**src/rtl/cpu_types_pkg.sv**
```systemverilog
// Shared CPU-side types: machine word and RAM status encoding.
package cpu_types_pkg;

  localparam int unsigned WordWidth = 32;

  typedef logic [WordWidth-1:0] word_t;

  // RAM status reported back to the memory requester
  typedef enum logic [1:0] {
    FREE   = 2'd0,
    BUSY   = 2'd1,
    ACCESS = 2'd2,
    ERROR  = 2'd3
  } ramstate_t;

endpackage

```
**src/rtl/mem_arbiter.sv**
```systemverilog
// Arbitrates a single RAM port between the icache and the dcache.
// The dcache has priority, but the icache cannot be starved: after
// STARVE_MAX consecutive dcache grants taken while the icache waits, the
// icache wins the next arbitration. Every access passes through IDLE, so
// there is always at least one bubble cycle between grants.
module mem_arbiter
  import cpu_types_pkg::*;
#(
  // Consecutive dcache grants allowed while an icache request waits (max 7)
  parameter int unsigned STARVE_MAX = 4
) (
  input  logic      CLK,
  input  logic      RST,
  // icache side
  input  logic      iREN,
  input  word_t     iaddr,
  output logic      iwait,
  output word_t     iload,
  // dcache side
  input  logic      dREN,
  input  logic      dWEN,
  input  word_t     daddr,
  input  word_t     dstore,
  output logic      dwait,
  output word_t     dload,
  // RAM side
  output logic      ramREN,
  output logic      ramWEN,
  output word_t     ramaddr,
  output word_t     ramstore,
  input  word_t     ramload,
  input  ramstate_t ramstate
);

  localparam logic [1:0] IDLE   = 2'd0;
  localparam logic [1:0] DGRANT = 2'd1;
  localparam logic [1:0] IGRANT = 2'd2;

  // Starve counter is 3 bits wide; limit truncated to that width
  localparam logic [2:0] StarveLimit = 3'(STARVE_MAX);

  logic [1:0] state_q, state_d;
  logic [2:0] starve_q, starve_d;

  // State and starve counter; reset aborts any grant in flight
  always_ff @(posedge CLK or posedge RST) begin
    if (RST) begin
      state_q  <= IDLE;
      starve_q <= '0;
    end else begin
      state_q  <= state_d;
      starve_q <= starve_d;
    end
  end

  // Arbitration, RAM drive and completion signalling
  always_comb begin
    state_d  = state_q;
    starve_d = starve_q;
    ramREN   = 1'b0;
    ramWEN   = 1'b0;
    ramaddr  = '0;
    ramstore = '0;
    iwait    = 1'b1;
    dwait    = 1'b1;
    // Read data is a zero-latency pass-through to both caches
    iload    = ramload;
    dload    = ramload;

    case (state_q)
      IDLE: begin
        if (!iREN) begin
          starve_d = '0;
        end
        if (iREN && (!(dREN || dWEN) || (starve_q == StarveLimit))) begin
          state_d  = IGRANT;
          starve_d = '0;
        end else if (dREN || dWEN) begin
          state_d = DGRANT;
          // Only count dcache grants that actually made the icache wait
          if (iREN && (starve_q < StarveLimit)) begin
            starve_d = starve_q + 3'd1;
          end
        end
      end

      DGRANT: begin
        ramaddr  = daddr;
        ramstore = dstore;
        ramWEN   = dWEN;
        // Write wins when both enables are raised
        ramREN   = dREN & ~dWEN;
        if (!(dREN || dWEN)) begin
          // Requester withdrew: drop the grant without signalling completion
          state_d = IDLE;
        end else if (ramstate == ACCESS) begin
          dwait   = 1'b0;
          state_d = IDLE;
        end
        // FREE/BUSY/ERROR hold the grant; ERROR is retried as-is
      end

      IGRANT: begin
        ramaddr = iaddr;
        ramREN  = iREN;
        if (!iREN) begin
          state_d = IDLE;
        end else if (ramstate == ACCESS) begin
          iwait   = 1'b0;
          state_d = IDLE;
        end
      end

      default: begin
        state_d = IDLE;
      end
    endcase
  end

endmodule

```
**config.mk**
```make
export PLATFORM = sky130hd
export DESIGN_NAME = mem_arbiter
export DESIGN_NICKNAME = d
export VERILOG_FILES = /design/src/rtl/cpu_types_pkg.sv /design/src/rtl/mem_arbiter.sv
export SDC_FILE = /design/constraint.sdc
export NUM_CORES = 1
export LEC_CHECK = 0
export ABC_AREA = 0
export CAP_MARGIN = 20
export CORE_AREA = 2 2 104 106
export DETAILED_ROUTE_END_ITERATION = 10
export DIE_AREA = 0 0 106 108
export HOLD_SLACK_MARGIN = 0.03
export PLACE_DENSITY = 0.73
export REMOVE_ABC_BUFFERS = 1
export SLEW_MARGIN = 15
export SYNTH_ARGS = -nofsm -noshare
export SYNTH_HDL_FRONTEND = slang
export SYNTH_SLANG_ARGS = --single-unit
```
**constraint.sdc**
```tcl
create_clock -name CLK -period 1.2 [get_ports CLK]
set_input_delay 0.12 -clock CLK [delete_from_list [all_inputs] [get_ports CLK]]
set_output_delay 0.12 -clock CLK [all_outputs]
set_load 0.005 [all_outputs]
```
==> results of run 1 <==
per-layer routing:
metal | vias up | share of wire, %
met4 | 10 | 0.76
met1 | 989 | 38
met5 | - | 1.0
li1 | 986 | -
met3 | 17 | 20
met2 | 240 | 41
cell families (layout without fill, tap and decap cells):
kind of cell    Yosys count  in the layout
flops                     5              5
mux                       1              1
compound gates           45             45
buf+inv                  84            241
fa+ha+maj                 6              6
simple gates             75             75
other cells               0              3
synth_stat cells (all sizes together):
cell type / n
nand3: 3
o31ai: 1
dfrtp: 5
a21boi: 1
a32o: 2
inv: 6
nand3b: 1
a211oi: 1
a22o: 2
o2bb2ai: 1
ha: 6
buf: 73
nor3b: 1
a21o: 2
nor2b: 34
clkbuf: 5
and2: 33
nor4b: 1
nand2: 1
o21ai: 3
a22oi: 32
or2: 1
mux2: 1
metrics by stage:
step | setup TNS, ns | hold WS (ns) | worst slack (ns) | cell area [µm²] | std cells
floorplan | -49.53 | -0.1015 | -1.009 | 1066 | 138
global placement | -34.92 | 0.2401 | -0.6209 | 3120 | 463
detailed placement | -38.54 | 0.2401 | -0.6653 | 3120 | 463
CTS | -39.36 | 0.1160 | -0.7990 | 3407 | 475
global route | -39.35 | 0.1275 | -0.7072 | 3994 | 509
finish | -35.96 | 0.1090 | -0.6832 | 4001 | 512
worst max path at each step:
| stage | start | to | slack [ns] |
|---|---|---|---|
| 2_1_floorplan | state_q[1] | state_q[0] | -1.01 |
| 3_3_place_gp | state_q[0] | ramaddr[12] | -0.62 |
| 3_5_place_dp | state_q[0] | ramaddr[12] | -0.67 |
| 4_1_cts | state_q[1] | ramaddr[25] | -0.80 |
| 5_1_grt | state_q[1] | ramaddr[12] | -0.71 |
| 6_report | state_q[1] | ramaddr[12] | -0.68 |
flip-flops by register name, summed over array words and instances (netlist names):
signal and cells:
starve_q 3, state_q 2
critical path: stages (launching register included):
cell and delay, ns:
dfrtp_1 0.40, buf_6 0.14, ha_4 0.17, buf_12 0.13
buf_8 0.12, buf_6 0.13, a22oi_2 0.25, nor2b_1 0.08
clkbuf_2 0.12
timing repair:
item | 4_1_cts | 5_1_grt
setup buffers | 5 | 30
endpoints found under the setup margin | 73 | 73
gates resized for setup | 168 | 202
cloned | 3 | 6
pin swaps | 4 | 29
power by group through the flow:
stage	combinational (W)	clock [W]	sequential, W
3_3_place_gp	0.00413	0	0.000265
5_1_grt	0.00738	0.000334	0.000283
3_5_place_dp	0.00421	0	0.000274
6_report	0.00697	0.000316	0.000277
2_1_floorplan	0.00161	0	0.000275
4_1_cts	0.00496	0.000323	0.000271
area by class of cell:
cell class | instances | area, µm²
fillers | 1030 | 6230
well taps | 136 | 170.2
repair buffers | 231 | 2374
flip-flops and latches | 5 | 125.1
multi-input cells | 127 | 1252
inverters | 6 | 27.53
diodes | 3 | 7.507
clock buffers | 4 | 45.04
==> impl_results.md, run 1 <==
* Final setup viols at 72
* Crit path kind: flop to output port
* Yosys reg bits at 5
* Met1 usage at between 10% and 20%
* Biggest area consumer among synthesized cells: buf_4
* Data arrival, critical path at 1.76 ns
* Initial antenna violation count at 4
* Peak supply drop at about 0.80 mV
* TritonRoute pass-1 iters at 4
* Grt met2 use at about a quarter
* Post-synth top area share at ~30%
* Die width at around 110 µm
* I/O Buffers at 170
* CTS Sinks at 5
* FF-to-FF Start: state_q[1]
* Kind of end point of the critical path: output port
* Synth Instances at ~220
* Total track usage at between 10% and 20%
* Routed len/inst at 24.56 µm
* Post-route ant nets at 0
* R2R setup slack at -0.29 ns
* Clock latency reported for the late side of the worst-skew pair at ~0.23 ns
* Total Wirelength at 12570 µm
* Clk_skew at 0.002770 ns
* Switching pwr at about 0.0027 W
* Share of cells above drive strength 1 at a little under three fifths
* Fin. Hold Viols at 0
* DR iter-0 viols at roughly 130
* Clock Pin Slew Worst Setup and Hold Paths at 0.03 ns
* Mux contribution to synthesized area at less than 1%
* Most used routing layer: met2
* Logic pwr share at just over 90%
* Core ar. at between 10000 and 15000 µm²
* Post-synthesis compound-gate area fraction at 21.91%
* Final Net Count at 515
* Fin util at about 39%
* Synth-to-layout area growth at 148.5%
* Max Cap Viol at 0
* HPWL after DPL at slightly below 9000 µm
* Synth cell types at 27
* Slew at the pin with the worst max-slew slack at approximately 0.27 ns
* Hold crit path type: input port to async pin
* Clk network pwr share at 4.2%
* GR Util met3 at between 10% and 20%
* WP data required at approximately 1.1 ns
* Commonest cells after routing, fill and taps aside: clkdlybuf4s50_1 (101), buf_6 (46), and2_4 (31)
* LEAKAGE at 1.717 nW
* Mapped Area at 1610 µm²
* Die area at approximately 11000 µm²
* Status: finished with violations
* Pwr Density at 1889 nW/µm²
* Mean Syn Cell Area at ~7.5 µm²
* Crit Path Max Fanout at 5
* Largest net degree at the start of global routing at 34
* First-pass GRT wire length at approximately 15000 µm
* Via-per-instance ratio at ~4.4
* Residual DRC at 0
* Crit Reg-Reg Endpoint: state_q[0]
* Die H at 108 µm
* Tot Pwr at approximately 0.0076 W
* Simple-gate share of the synthesized area at 29.76%
* Critical path startpoint category: flop
* Reg power frac at approximately 3.7%
* Grt total ovfl at 0
* Via Count at 2242
* Adder-Cell Fraction of Synth Area at under 10%
* Clk root buf: clkbuf_8
* Sw frac at 36.05%
* TritonCTS Buffers at 3
* Sequential share of the synthesized area at about 7.8%
* CTS tree: done
* Fin crit period at around 1.9 ns
* P_int at 0.004835 W
* Routability cong. at around 0.78
* Hold buffers post-CTS at 0
* Failing checks: negative setup slack
* Vias in the first global route at between 2000 and 2500
* Most common cell after layout, fill and taps aside: clkdlybuf4s50_1
* IO Pins at ~270
* Worst R2R Path Depth at 8
* Initial core utilization at between 15 and 20%
* Fin. max-slew vios at 0
* Xor and xnor area share after synthesis at 0%
* Yosys warns at 0
* Largest family of logic cells by synthesized area: buffers and inverters
* Setup ws final at -0.6832 ns
* Clock tree buffer depth at 2
* Total number of H-tree levels at 1
* Final Cycle Share at 156.9%
* FP Rows at 37
* Synth top area cells: buf_4 (30%), a22oi_1 (15%), nor2b_1 (13%)
* RSZ-0062 raised after global routing: true
* Fmax at approximately 530 MHz
* Max-slew headroom at 82.18%
No activity file was read; power rests on OpenSTA's default activity.
==> inputs of run 2 (changes only) <==
Settings changed: REMOVE_ABC_BUFFERS 1 to unset, SKIP_CTS_REPAIR_TIMING set to 1.
==> run 2 against run 1 <==
Compared with the run above: the flow still finishes with violations (negative setup slack); fmax up 3.1%; first-iteration DRC count down 52%; via count fell by 8.4%; combinational power down 1%; flip-flop and latch count is the same; sequential share of layout area up 0.12 points; critical path depth fell by 1; routed wire length decreased by 34%; setup slack gained 0.056 ns; largest cell class unchanged; highest routed layer is now met4.
==> impl_results.md, run 2 (synthesis gave the netlist of run 1 again) <==
* Via-per-instance ratio at roughly 4
* Hold crit path type: input port to async pin
* Slowest stage delay, CP at between 0.3 and 0.4 ns
* Grt total ovfl at 0
* Routability cong. at 0.7689
* I/O Buffers at 170
* Top Family by Delay on Critical Path: buffers and inverters
* IO Pins at roughly 270
* Fmax at approximately 550 MHz
* Failing checks: negative setup slack
* Total track usage at 10.47%
* Core ar. at approximately 10000 µm²
* TritonRoute pass-1 iters at 4
* Die width at about 110 µm
* HPWL after DPL at between 5000 and 6000 µm
* Syn_nets at approximately 360
* Setup Slack @ Placement at -0.6478 ns
* Clk root buf: clkbuf_8
* Crit. path cell count at 7
* Final Net Count at roughly 510
* WP data required at about 1.1 ns
* CP bufs+invs at 5
* Slew at the pin with the worst max-slew slack at roughly 0.25 ns
* Biggest register: starve_q
* Critical path startpoint category: flop
* Biggest regs: starve_q x3, state_q x2
* Diodes inserted at 0
* Commonest cells after routing, fill and taps aside: clkdlybuf4s50_1 (102), buf_6 (33), and2_4 (30), clkbuf_2 (30), a22oi_2 (27)
* Share of cells above drive strength 1 at a little under three fifths
* Fin util at 38.03%
* Clock tree buffer depth at 2
* Die area at 11450 µm²
* CTS Sinks at 5
* RSZ-0062 raised after global routing: true
* Setup ws final at -0.6267 ns
* Critical path's slowest cell: dfrtp_1
* First-pass GRT wire length at approximately 9700 µm
* Worst R2R Path Depth at 7
* Clock latency reported for the late side of the worst-skew pair at about 0.24 ns
* DR iter-0 viols at 63
* Crit Path Max Fanout at 6
* Max-slew headroom at 83.20%
* CTS tree: done
* Fin crit period at 1.827 ns
* Vias in the first global route at around 1900
* Largest net degree at the start of global routing at 53
* Setup TNS at -32.39 ns
* FP Rows at 37
* TritonCTS Buffers at 3
* Initial antenna violation count at 0
* Clk_skew at 0.001506 ns
* Total Wirelength at between 8000 and 9000 µm
* Via Count at between 2000 and 2500
* Initial core utilization at 15.74%
* Residual DRC at 0
* Post-route ant nets at 0
* Fin. Hold Viols at 0
* Pwr Density at around 1900 nW/µm²
* WHS at between 0.08 and 0.09 ns
* Clock Pin Slew Worst Setup and Hold Paths at about 0.04 ns
* Final Cycle Share at 152.2%
* LEAKAGE at around 1.7 nW
* Synth-to-layout area growth at 141.6%
* Peak supply drop at 1.026 mV
* Max Cap Viol at 0
* Critical Path, Cell by Cell: inv_2, buf_6, ha_4, clkbuf_16, buf_4, nor2b_1, dlymetal6s2s_1
* Fin. max-slew vios at 0
* Kind of end point of the critical path: output port
* Status: finished with violations
* Most common cell after layout, fill and taps aside: clkdlybuf4s50_1
* Die H at around 110 µm
* Data arrival, critical path at 1.71 ns
* Total number of H-tree levels at 1
* Final setup viols at 73
* Routed len/inst at 16.75 µm
* Crit path kind: flop to output port
* Largest register FFs at 3
## run 2: cell types whose count changed in the layout (fill, tap and decap cells not counted), sizes merged
cell / before / now
buf: 94 / 76
dlymetal6s2s: 2 / 7
dlygate4sd2: 1 / 0
clkdlybuf4s50: 101 / 102
clkbuf: 37 / 40
diode: 3 / 0
## run 2: through the flow
| step | instances | power, W | area (µm²) |
|---|---|---|---|
| 5_1_grt | 499 | 0.007984 | 3891 |
| 6_report | 499 | 0.007525 | 3891 |
| 4_1_cts | 470 | 0.005135 | 3322 |
| 3_5_place_dp | 466 | 0.004768 | 3277 |
| 2_1_floorplan | 216 | 0.002488 | 1765 |
| 3_3_place_gp | 466 | 0.004670 | 3277 |
## run 2: final cells by class
| type | count | area (µm²) |
|---|---|---|
| Inverter | 6 | 22.52 |
| Timing Repair Buffer | 221 | 2198 |
| Sequential cell | 5 | 126.4 |
| Multi-Input combinational cell | 127 | 1329 |
| Clock buffer | 4 | 45.04 |
| Tap cell | 136 | 170.2 |
| Fill cell | 1020 | 6340 |
## run 2: per-layer routing
metal / up-vias / part of all wire [%] / GRT usage [%] / wire, µm
met3: 17 / 7.3 / 2.893 / 606
li1: 962 / - / - / -
met1: 951 / 36 / 10.39 / 3045
met4: 0 / 1.4 / 2.726 / 113
met5: - / 0 / 0 / 0
met2: 124 / 55 / 21.24 / 4590
## run 2: path summary, 6_finish.rpt
kind,endpoint,startpoint,slack (ns)
setup / recovery,ramaddr[24],state_q[1],-0.63
hold / removal,starve_q[2],RST,0.09
setup reg to reg,state_q[0],state_q[0],-0.37
hold reg to reg,starve_q[1],starve_q[1],0.63
max in group asynchronous,state_q[0],RST,0.92
min in group CLK,iload[18],ramload[18],0.24
## run 2: worst register-to-register path: stages, from the launching register on
cell and delay (ns):
dfrtp_2 0.43, inv_2 0.12, ha_4 0.19, buf_6 0.15, nand2_1 0.07, buf_4 0.13, a211oi_2 0.25, a21o_1 0.16
## run 2: power breakdown
| part | switching [W] | internal, W |
|---|---|---|
| clock network | 0.000110 | 0.000230 |
| registers | 0.0000574 | 0.000231 |
| logic | 0.00254 | 0.00435 |
| total | 0.00271 | 0.00481 |
==> inputs of run 3 (changes only) <==
Settings changed: CAP_MARGIN 20 to unset, MAX_ROUTING_LAYER set to met4, SETUP_SLACK_MARGIN set to 0.05.
==> run 3 against run 2 <==
Compared with the run above: the run still ends with negative setup slack left; power is 3.1% higher; critical path type unchanged; clock-buffer cell count stayed put; die area stayed put; critical endpoint is now ramaddr[23]; combinational power is 3.6% higher; critical path depth is 1 higher; highest routed layer unchanged; core utilization is 1.6 points higher.
==> impl_results.md, run 3 (synthesis gave the netlist of run 1 again) <==
* Status: finished with violations
* Failing checks: negative setup slack
* Crit Path Max Fanout at 4
* IO Pins at roughly 270
* Via-per-instance ratio at about 4.2
* Critical path startpoint category: flop
* HPWL after DPL at 5472 µm
* CTS tree: done
* TritonCTS Buffers at 3
* Fin. Hold Viols at 0
* Grt total ovfl at 0
* Total Wirelength at 8485 µm
* End of the critical path: ramaddr[23]
* Switching pwr at between 0.002 and 0.003 W
* Routed len/inst at about 17 µm
* Logic pwr share at between 90% and 100%
* Slowest stage delay, CP at 0.43 ns
* Clk_skew at just over 0.0002 ns
* Seq. cell area at ~130 µm²
* Biggest regs: starve_q x3, state_q x2
* Share of cells above drive strength 1 at 59.95%
* Worst Setup SP: state_q[0]
* Post-route ant nets at 0
* Slew at the pin with the worst max-slew slack at around 0.29 ns
* FF-to-FF Start: state_q[0]
* Critical Path, Cell by Cell: ha_4, buf_6, buf_6, clkbuf_16, buf_8, a22oi_2, nor2b_1, buf_2
* Kind of end point of the critical path: output port
* Critical path's slowest cell: dfrtp_2
* Largest net degree at the start of global routing at 53
* LEAKAGE at between 1.5 and 2 nW
* First-pass GRT wire length at between 9000 and 10000 µm
* Core ar. at 10230 µm²
* Setup TNS at -30.52 ns
* Diodes inserted at 0
* Peak supply drop at around 0.91 mV
* Hold crit path type: input port to async pin
* Max-slew headroom at approximately four fifths
* Residual DRC at 0
* Fin crit period at around 1.8 ns
* Die area at 11450 µm²
* Routability cong. at 0.7808
* Final Cycle Share at 147.8%
* Largest register FFs at 3
* Final setup viols at 73
* Clock tree buffer depth at 2
* Total track usage at 10.57%
* Final Net Count at about 510
* Commonest cells after routing, fill and taps aside: clkdlybuf4s50_1 (102), buf_6 (47), and2_4 (32)
* CP bufs+invs at 5
* RSZ-0062 raised after global routing: true
* Clk network pwr share at 4.1%
* R2R setup slack at -0.34 ns
* Worst R2R Path Depth at 8
* Crit. path cell count at 8
* Fmax at ~560 MHz
* DR iter-0 viols at 71
* P_int at between 0.005 and 0.006 W
* Setup Slack @ Placement at -0.6421 ns
* Multi-input gate area at between 1000 and 1500 µm²
* Data arrival, critical path at 1.65 ns
* Fin. max-slew vios at 0
* WP data required at about 1.1 ns
* Synth-to-layout area growth at 152.0%
* Clk root buf: clkbuf_8
* Crit Reg-Reg Endpoint: state_q[0]
* Die width at ~110 µm
* Syn_nets at about 360
* Reg power frac at ~3.7%
* I/O Buffers at 170
* Cell mode on critical path: buf_6
* Via Count at roughly 2100
* Initial core utilization at around 16%
* TritonRoute pass-1 iters at 4
* Setup ws final at -0.5737 ns
* Sw frac at about a third
* Fill cell count at 1009
* Max Cap Viol at 0
* Fin util at about two fifths
* Clock Pin Slew Worst Setup and Hold Paths at approximately 0.04 ns
* CTS Sinks at 5
* Most common cell after layout, fill and taps aside: clkdlybuf4s50_1
* Pwr Density at approximately 1900 nW/µm²
* Top Family by Delay on Critical Path: buffers and inverters
* FP Rows at 37
* Initial antenna violation count at 0
* Vias in the first global route at 1860
* Biggest register: starve_q
* Clock latency reported for the late side of the worst-skew pair at 0.22 ns
* Die H at between 100 and 150 µm
* Crit path kind: flop to output port
* Total number of H-tree levels at 1
[run 3: layout make-up]
type	instances	area share, %
tap	136	4.194
clock buffer	4	1.110
sequential	5	3.114
multi-input combinational	127	33.27
inverter	6	0.7401
timing repair buffer	225	57.57
[run 3: how the worst min path moves through the flow]
stage                startpoint     endpoint  slack, ns  depth (start not counted)
global placement    ramload[22]    dload[22]       0.24                          0
finish                      RST  starve_q[2]       0.11                          2
floorplan                   RST  starve_q[0]      -0.10                          1
detailed placement  ramload[22]    dload[22]       0.24                          0
global route                RST   state_q[1]       0.14                          2
CTS                         RST  starve_q[2]       0.11                          2
[run 3: power groups by stage]
stage	combinational [W]	sequential [W]	clock, W
finish	0.00715	0.000290	0.000318
detailed placement	0.00450	0.000272	0
global placement	0.00440	0.000267	0
floorplan	0.00221	0.000275	0
global route	0.00762	0.000295	0.000347
CTS	0.00451	0.000273	0.000327
[run 3: through the flow]
step | instances | total power [W] | cell area (µm²) | hold WS (ns)
after floorplan | 216 | 0.002488 | 1765 | -0.1015
after global routing | 503 | 0.008262 | 4058 | 0.1431
after detailed placement | 466 | 0.004769 | 3277 | 0.2401
final | 503 | 0.007761 | 4058 | 0.1068
after global placement | 466 | 0.004668 | 3277 | 0.2401
after CTS | 470 | 0.005108 | 3322 | 0.1122
[run 3: per-layer routing]
| metal | vias up | part of all wire [%] | track usage (%) |
|---|---|---|---|
| met3 | 10 | 6.3 | 2.291 |
| met4 | 0 | 0.62 | 1.692 |
| met1 | 999 | 37 | 10.54 |
| li1 | 973 | - | - |
| met5 | - | 0 | - |
| met2 | 111 | 56 | 21.29 |
